<file path="config.mk">
export PLATFORM = sky130hd
export DESIGN_NAME = nxxxx_packer
export DESIGN_NICKNAME = d
export VERILOG_FILES = /design/src/rtl/nxxxx_packer.sv
export SDC_FILE = /design/constraint.sdc
export NUM_CORES = 1
export LEC_CHECK = 0
export ABC_AREA = 1
export CORE_UTILIZATION = 35
export CTS_CLUSTER_SIZE = 40
export DETAILED_ROUTE_END_ITERATION = 16
export HOLD_SLACK_MARGIN = 0.06
export SYNTH_ARGS = -nofsm -noshare
export SYNTH_HDL_FRONTEND = slang
export SYNTH_SLANG_ARGS = --single-unit
</file>
<file path="constraint.sdc">
create_clock -name clk -period 4.3 [get_ports clk]
set_clock_uncertainty 0.05 [all_clocks]
set_input_delay 0.43 -clock clk [delete_from_list [all_inputs] [get_ports clk]]
set_output_delay 0.43 -clock clk [all_outputs]
set_load 0.01 [all_outputs]
</file>
<file path="src/rtl/nxxxx_packer.sv">
// nxxxx_packer -- record-packing stage of the gene compressor.
//
// The block pulls 160-bit records from the upstream buffer, one per read
// pulse. Each record becomes a 32-bit entry {tag, field}. Four entries are
// packed into one 128-bit word, which is handed to the downstream writer with
// a one-cycle write strobe. A record with tag 0 is a flush: it closes the
// current partial word, if there is one.
//
// Configuration macro: NXXXX_DELTA_EN
//   defined   : field = (position - prev)[27:0]  (delta coding)
//   undefined : field = position[27:0]            (absolute coding)
//
// Ports
//   clk  in   1    rising-edge clock
//   rst  in   1    synchronous active-high reset
//   In   in   160  record: [35:32] tag, [31:0] position, [159:36] ignored
//   Out  out  128  packed word, slot0 in [31:0] .. slot3 in [127:96]
//   R    out  1    read request pulse; the record is sampled as REQ ends
//   W    out  1    write strobe; Out is valid while it is high
module nxxxx_packer (
  input  logic         clk,
  input  logic         rst,
  input  logic [159:0] In,
  output logic [127:0] Out,
  output logic         R,
  output logic         W
);

  typedef enum logic [1:0] {
    ST_GAP  = 2'd0,
    ST_REQ  = 2'd1,
    ST_EMIT = 2'd2
  } state_t;

  state_t       state_r;
  logic [127:0] acc_r;
  logic [127:0] out_r;
  logic [1:0]   count_r;
  logic         r_r;
  logic         w_r;
`ifdef NXXXX_DELTA_EN
  logic [31:0]  prev_r;
  logic [31:0]  diff_s;
`endif

  logic [3:0]   tag_s;
  logic [31:0]  pos_s;
  logic [27:0]  field_s;
  logic [31:0]  entry_s;
  logic [127:0] merged_s;
  logic         is_flush_s;
  logic         unused_s;

  // Upper record bits carry nothing this stage needs.
`ifdef NXXXX_DELTA_EN
  assign unused_s = ^In[159:36];
`else
  assign unused_s = ^{In[159:36], In[31:28]};
`endif

  // Build the entry for the record on In and merge it into the accumulator.
  always_comb begin
    tag_s      = In[35:32];
    pos_s      = In[31:0];
`ifdef NXXXX_DELTA_EN
    // Modulo arithmetic: decreasing positions simply wrap.
    diff_s     = pos_s - prev_r;
    field_s    = diff_s[27:0];
`else
    field_s    = pos_s[27:0];
`endif
    entry_s    = {tag_s, field_s};
    is_flush_s = (tag_s == 4'd0);
    merged_s   = acc_r;
    case (count_r)
      2'd0:    merged_s[31:0]   = entry_s;
      2'd1:    merged_s[63:32]  = entry_s;
      2'd2:    merged_s[95:64]  = entry_s;
      2'd3:    merged_s[127:96] = entry_s;
      default: merged_s         = acc_r;
    endcase
  end

  // Request/gap/emit sequencer with registered R, W and Out.
  // EMIT takes the place of GAP, so a record is requested every 2 cycles.
  always_ff @(posedge clk) begin
    if (rst) begin
      state_r <= ST_GAP;
      acc_r   <= 128'd0;
      out_r   <= 128'd0;
      count_r <= 2'd0;
      r_r     <= 1'b0;
      w_r     <= 1'b0;
`ifdef NXXXX_DELTA_EN
      prev_r  <= 32'd0;
`endif
    end else begin
      case (state_r)
        ST_REQ: begin
          r_r <= 1'b0;
          if (is_flush_s) begin
            // Slots not yet written are still zero in the accumulator.
            acc_r   <= 128'd0;
            count_r <= 2'd0;
`ifdef NXXXX_DELTA_EN
            prev_r  <= 32'd0;
`endif
            if (count_r != 2'd0) begin
              out_r   <= acc_r;
              w_r     <= 1'b1;
              state_r <= ST_EMIT;
            end else begin
              w_r     <= 1'b0;
              state_r <= ST_GAP;
            end
          end else if (count_r == 2'd3) begin
            out_r   <= merged_s;
            acc_r   <= 128'd0;
            count_r <= 2'd0;
            w_r     <= 1'b1;
            state_r <= ST_EMIT;
`ifdef NXXXX_DELTA_EN
            prev_r  <= pos_s;
`endif
          end else begin
            acc_r   <= merged_s;
            count_r <= count_r + 2'd1;
            w_r     <= 1'b0;
            state_r <= ST_GAP;
`ifdef NXXXX_DELTA_EN
            prev_r  <= pos_s;
`endif
          end
        end
        ST_GAP: begin
          r_r     <= 1'b1;
          w_r     <= 1'b0;
          state_r <= ST_REQ;
        end
        ST_EMIT: begin
          r_r     <= 1'b1;
          w_r     <= 1'b0;
          state_r <= ST_REQ;
        end
        default: begin
          r_r     <= 1'b0;
          w_r     <= 1'b0;
          state_r <= ST_GAP;
        end
      endcase
    end
  end

  assign Out = out_r;
  assign R   = r_r;
  assign W   = w_r;

endmodule

</file>
Word level (Yosys, flattened, before mapping)
Index checks and enable logic that the tools add are counted.
Operators by class
  shifts and indexed selects: 0
  reduce and logical (&&, ||, !) cells: 8
  $lt $le $gt $ge: 0
  divide/modulo/power cells: 0
  add/sub/neg operators: 1
  multiplexer cells: 19
  bitwise logic cells: 1
  equal/unequal tests: 6
  multiply operators: 0
Operators by type and width (number)
  $mux W128: 5
  $mux W32: 4
  $mux W2: 5
  $eq A2 B2 Y1 const B: 3
  $eq A2 B1 Y1 const B: 2
  $logic_not A2 Y1: 2
  $logic_not A4 Y1: 1
  $mux W1: 4
  $pmux W2 S2: 1
  $reduce_bool A2 Y1: 2
  $reduce_or A2 Y1: 2
  $reduce_and A3 Y1: 1
  $add A2 B1 Y2 const B: 1
  $ne A2 B1 Y1 const B: 1
  $not A1 Y1: 1
Word-level totals
  memories kept: 0
  ROM bits: 0
  memory bits (writable): 0
  output and inout bits: 130
  bits in registers: 262
  bits in latches: 0

Longest topological paths before layout
  depth after elaboration: 4
  depth in mapped cells: 10
  depth with buffers taken out: 8

Least setup slack after synthesis
Ideal clock, no wire load.
  kind: register to register
  from: register count_r[1]
  to: register out_r[109] (netlist: Out[109])
  library setup time: 0.113 ns
  stages on the path, launching flop included: 10
  setup slack: 2.739 ns
  data arrival time: 1.398 ns
  path buffers: 3
  clock period less this slack: 1.561 ns
  cell sequence: dfxtp_1 -> ha_1 -> buf_2 -> inv_1 -> nand2_1 -> nand3_2 -> buf_2 -> buf_4 -> nor2_1 -> nor2_1
Between the ends
  cells in the longest elaborated chain, start to end: 4
Ends and longest elaborated chain
  from (decl): RTL line 38  | logic [1:0] count_r;
  from (signal assigned): RTL line 127  | count_r <= count_r + 2'd1;
  $eq A2 B2 Y1: RTL line 75, 116
  $mux W32: RTL line 75  | case (count_r)
  $mux W128: RTL line 116  | end else if (count_r == 2'd3) begin
  $mux W128: RTL line 101  | if (is_flush_s) begin
  to (signal assigned): RTL line 109  | out_r <= acc_r;
  to (signal assigned): RTL line 117  | out_r <= merged_s;
  to (decl): RTL line 37  | logic [127:0] out_r;
Parallel ways exist; a longest one is shown, timed or not. The select of a mux whose other input is x is not followed.
A chain may end at the register's enable or synchronous reset.

Worst setup path after layout
  from: input port In[34]
  to: register out_r[61] (netlist: Out[61])
Between the ends
  cells in the longest elaborated chain, start to end: 3
Ends and longest elaborated chain
  from (decl): RTL line 23  | input logic [159:0] In,
  $logic_not A4 Y1 (*): RTL line 73  | is_flush_s = (tag_s == 4'd0);
  $ne A2 B1 Y1 (no source line) or $reduce_bool A2 Y1 (tied branches)
  $reduce_and A3 Y1 (no source line)
Mark *: on every way between the ends. The rest lies on a longest branch, timed or not.

==> results.toml <==
[status]
outcome = "finished clean"

[synth]
synth_largest_area_cell = "sky130_fd_sc_hd__dfxtp_1"
syn-instance-count = 2107
leading_cell_types_by_total_area_after_synthesis = "sky130_fd_sc_hd__dfxtp_1 (40%), sky130_fd_sc_hd__nand2_1 (18%), sky130_fd_sc_hd__o21ai_0 (9.6%)"
postSynthRegisterBits = 262
seq_area_frac_synth_pct = 40.12
netlist_area_mm2 = 0.01307
number_of_library_cell_types_mapped_by_synthesis = 19
synth_net_count = 2275
synth.top_cell.area_share_pct = 40.12
yosysWarnings = 0
syn_avg_cell_area_um2 = 6.204

[global_routing]
antenna_found_initial = 0
globalRouteTotalUtil_pct = 20.95
gr-total-overflow = 0
grt_pass1_wl_um = 63490
first_global_vias = 11846
pin_count_of_the_biggest_net_entering_global_routing = 150

[die]
die_height_um = 195.3
floorplan.initialDensity_pct = 35.62
placeableCoreArea_mm2 = 0.03670
die-width_um = 195.3
die_area_mm2 = 0.03813
ios = 292
num_rows = 70

[worst_setup_path]
crit_buf_inv = 2
timing.setup.critical_path_class = "input pin to flip-flop"
crit_path_frequent_cell = "sky130_fd_sc_hd__nor2_1"
critical_path.endpoint_type = "flip-flop"
data_required_time_at_the_worst_endpoint_ns = 4.69
crit_path_max_fanout = 103
cp.arrival_ns = 2.89
timing.critical_path.slowest_cell_delay_ns = 0.60
setup.worst_path.start_class = "input pin"
worstPathCellList = "clkdlybuf4s50_1, nor2_1, nand2_8, nand2_1, nand3_4, buf_12, nor2_1, nor2_1"
critPathSlowestCell = "sky130_fd_sc_hd__clkdlybuf4s50_1"
critPathTopFamily = "simple AND/OR/NAND/NOR gates"

[timing]
timing.max_slew.rel_slack_pct = 19.74
grt_setup_unrepaired = "no"
fin_tns_setup_ns = 0
timing.final.hold_violations = 0
timing.final.crit_share_pct = 57.99
finalSetupViolCount = 0
timing_worst_slew_pin_value_ns = 1.204
slew_viol_final = 0
post-route-worst-setup-slack_ns = 1.806
maxClockFrequency_ghz = 0.4010
final.min_clock_period_ns = 2.494

[placed_design]
numPortBuffers = 163
placed_cells = 2596
detailed_place_hpwl_um = 24890
placement.setup.worst_slack_ns = 1.187
globalplace.congestion = 0.7783

[finish]
syn_to_final_growth_pct = 20.82
n_fill_cell = 3811
drive_gt1_share_pct = 3.480
final_non_filler_cells = 2652
layout.nets = 2329
insertedDiodeCount = 0

[clocking]
clk_pin_slew_ns = 0.06
ctsHtreeMaxLevel = 1
cts_root_buf = "sky130_fd_sc_hd__clkbuf_16"
cts.repair.resized = 0
ctsHoldBuffers = 0
numCtsBuffers = 31
cts.path.max_buffers = 3
tritoncts_clock_tree = "yes"
postCtsSetupBuffers = 0
clk-insertion-delay-late_ns = 0.56
clock_sink_count = 262

[routing]
drt_wl_total_um = 41140
via_count = 12839
post-route-drc-count = 0
final_antenna_net_count = 0
tritonroute_pass_1_iters = 5
drt_iter0_markers = 1104
vias_per_cell = 4.841
route.detailed.wl_per_inst_um = 15.51

[pwr]
p_leak_nw = 6.413
power_per_cell_area_mw_per_mm2 = 379.4
ir_drop_v = 0.0002999

[min_path]
holdCritPathClass = "input pin to flip-flop"

[flow_run]
maxCapViolCount = 0
==> logic make-up after synthesis <==
family,Yosys count,synth area share (%)
buffers and inverters,416,13.29
AOI/OAI and AO/OA,388,14.87
DFF,262,40.12
and+or+nand+nor,1035,31.14
adders and majority gates,6,0.5743
==> synthesized netlist by cell type <==
cell type / instances
sky130_fd_sc_hd__nand3_2: 1
sky130_fd_sc_hd__buf_4: 6
sky130_fd_sc_hd__o21ai_0: 252
sky130_fd_sc_hd__nand2_1: 638
sky130_fd_sc_hd__o21ai_1: 5
sky130_fd_sc_hd__nor2_4: 2
sky130_fd_sc_hd__buf_1: 3
sky130_fd_sc_hd__buf_6: 10
sky130_fd_sc_hd__nand2_2: 1
sky130_fd_sc_hd__inv_1: 260
sky130_fd_sc_hd__buf_2: 63
sky130_fd_sc_hd__clkbuf_1: 72
sky130_fd_sc_hd__nor2_1: 264
sky130_fd_sc_hd__a21oi_1: 130
sky130_fd_sc_hd__a211oi_1: 1
sky130_fd_sc_hd__ha_1: 6
sky130_fd_sc_hd__inv_2: 2
sky130_fd_sc_hd__nand3_1: 129
sky130_fd_sc_hd__dfxtp_1: 262
==> routing by layer <==
layer / up-vias / GRT usage, % / share of wire [%]
met4: 0 / 6.037 / 2.5
met5: - / 0 / 0
li1: 6594 / - / -
met2: 314 / 35.82 / 46
met1: 5870 / 27.30 / 46
met3: 61 / 3.005 / 5.9
==> metrics by stage <==
stage / hold slack [ns] / instance area, um^2 / power, W / util, %
6_report: 0.3044 / 15790 / 0.005992 / 43.04
2_1_floorplan: 0.3752 / 13070 / 0.003069 / -
3_5_place_dp: 0.3943 / 14750 / 0.003351 / 40.18
4_1_cts: 0.2952 / 15790 / 0.006063 / 43.04
5_1_grt: 0.3232 / 15790 / 0.006243 / 43.04
3_3_place_gp: 0.3869 / 14750 / 0.003332 / 40.18
==> layout by cell type, fill, tap and decap left out, types with 6 or more instances in the layout <==
cell / instances
sky130_fd_sc_hd__nand2_1: 638
sky130_fd_sc_hd__clkbuf_8: 8
sky130_fd_sc_hd__a21oi_1: 130
sky130_fd_sc_hd__clkbuf_16: 31
sky130_fd_sc_hd__inv_1: 259
sky130_fd_sc_hd__buf_12: 7
sky130_fd_sc_hd__nand3_1: 129
sky130_fd_sc_hd__dfxtp_1: 262
sky130_fd_sc_hd__clkinv_2: 8
sky130_fd_sc_hd__nor2_1: 264
sky130_fd_sc_hd__o21ai_0: 252
sky130_fd_sc_hd__buf_4: 6
sky130_fd_sc_hd__clkdlybuf4s50_1: 162
==> sequential cells by signal (all words and copies together) (netlist names) <==
name / count
Out: 128
R: 1
W: 1
acc_r: 128
count_r: 2
state_r: 2
==> report_power, final <==
part           internal (W)  total (W)  switching, W  leakage, nW
registers           0.00251    0.00255     0.0000414         2.12
logic              0.000245   0.000748      0.000502         3.77
clock network       0.00163    0.00270       0.00107        0.523
total               0.00438    0.00599       0.00161         6.41
==> worst paths after layout <==
| check | slack (ns) | to | startpoint | cells after the start |
|---|---|---|---|---|
| setup / recovery | 1.81 | Out[61] | In[34] | 8 |
| hold / removal | 0.30 | W | rst | 2 |
| hold reg to reg | 0.41 | acc_r[32] | acc_r[32] | 2 |
| setup reg to reg | 1.96 | Out[65] | count_r[0] | 7 |
==> final cells by class <==
class	count	area (um^2)	area share [%]
Clock buffer	43	900.9	5.704
Timing Repair Buffer	175	1807	11.44
Sequential cell	262	5245	33.21
Inverter	262	988.4	6.258
Clock inverter	13	146.4	0.9269
Multi-Input combinational cell	1429	6121	38.75
Tap cell	468	585.6	3.708
No activity file was read; power rests on OpenSTA's default activity.
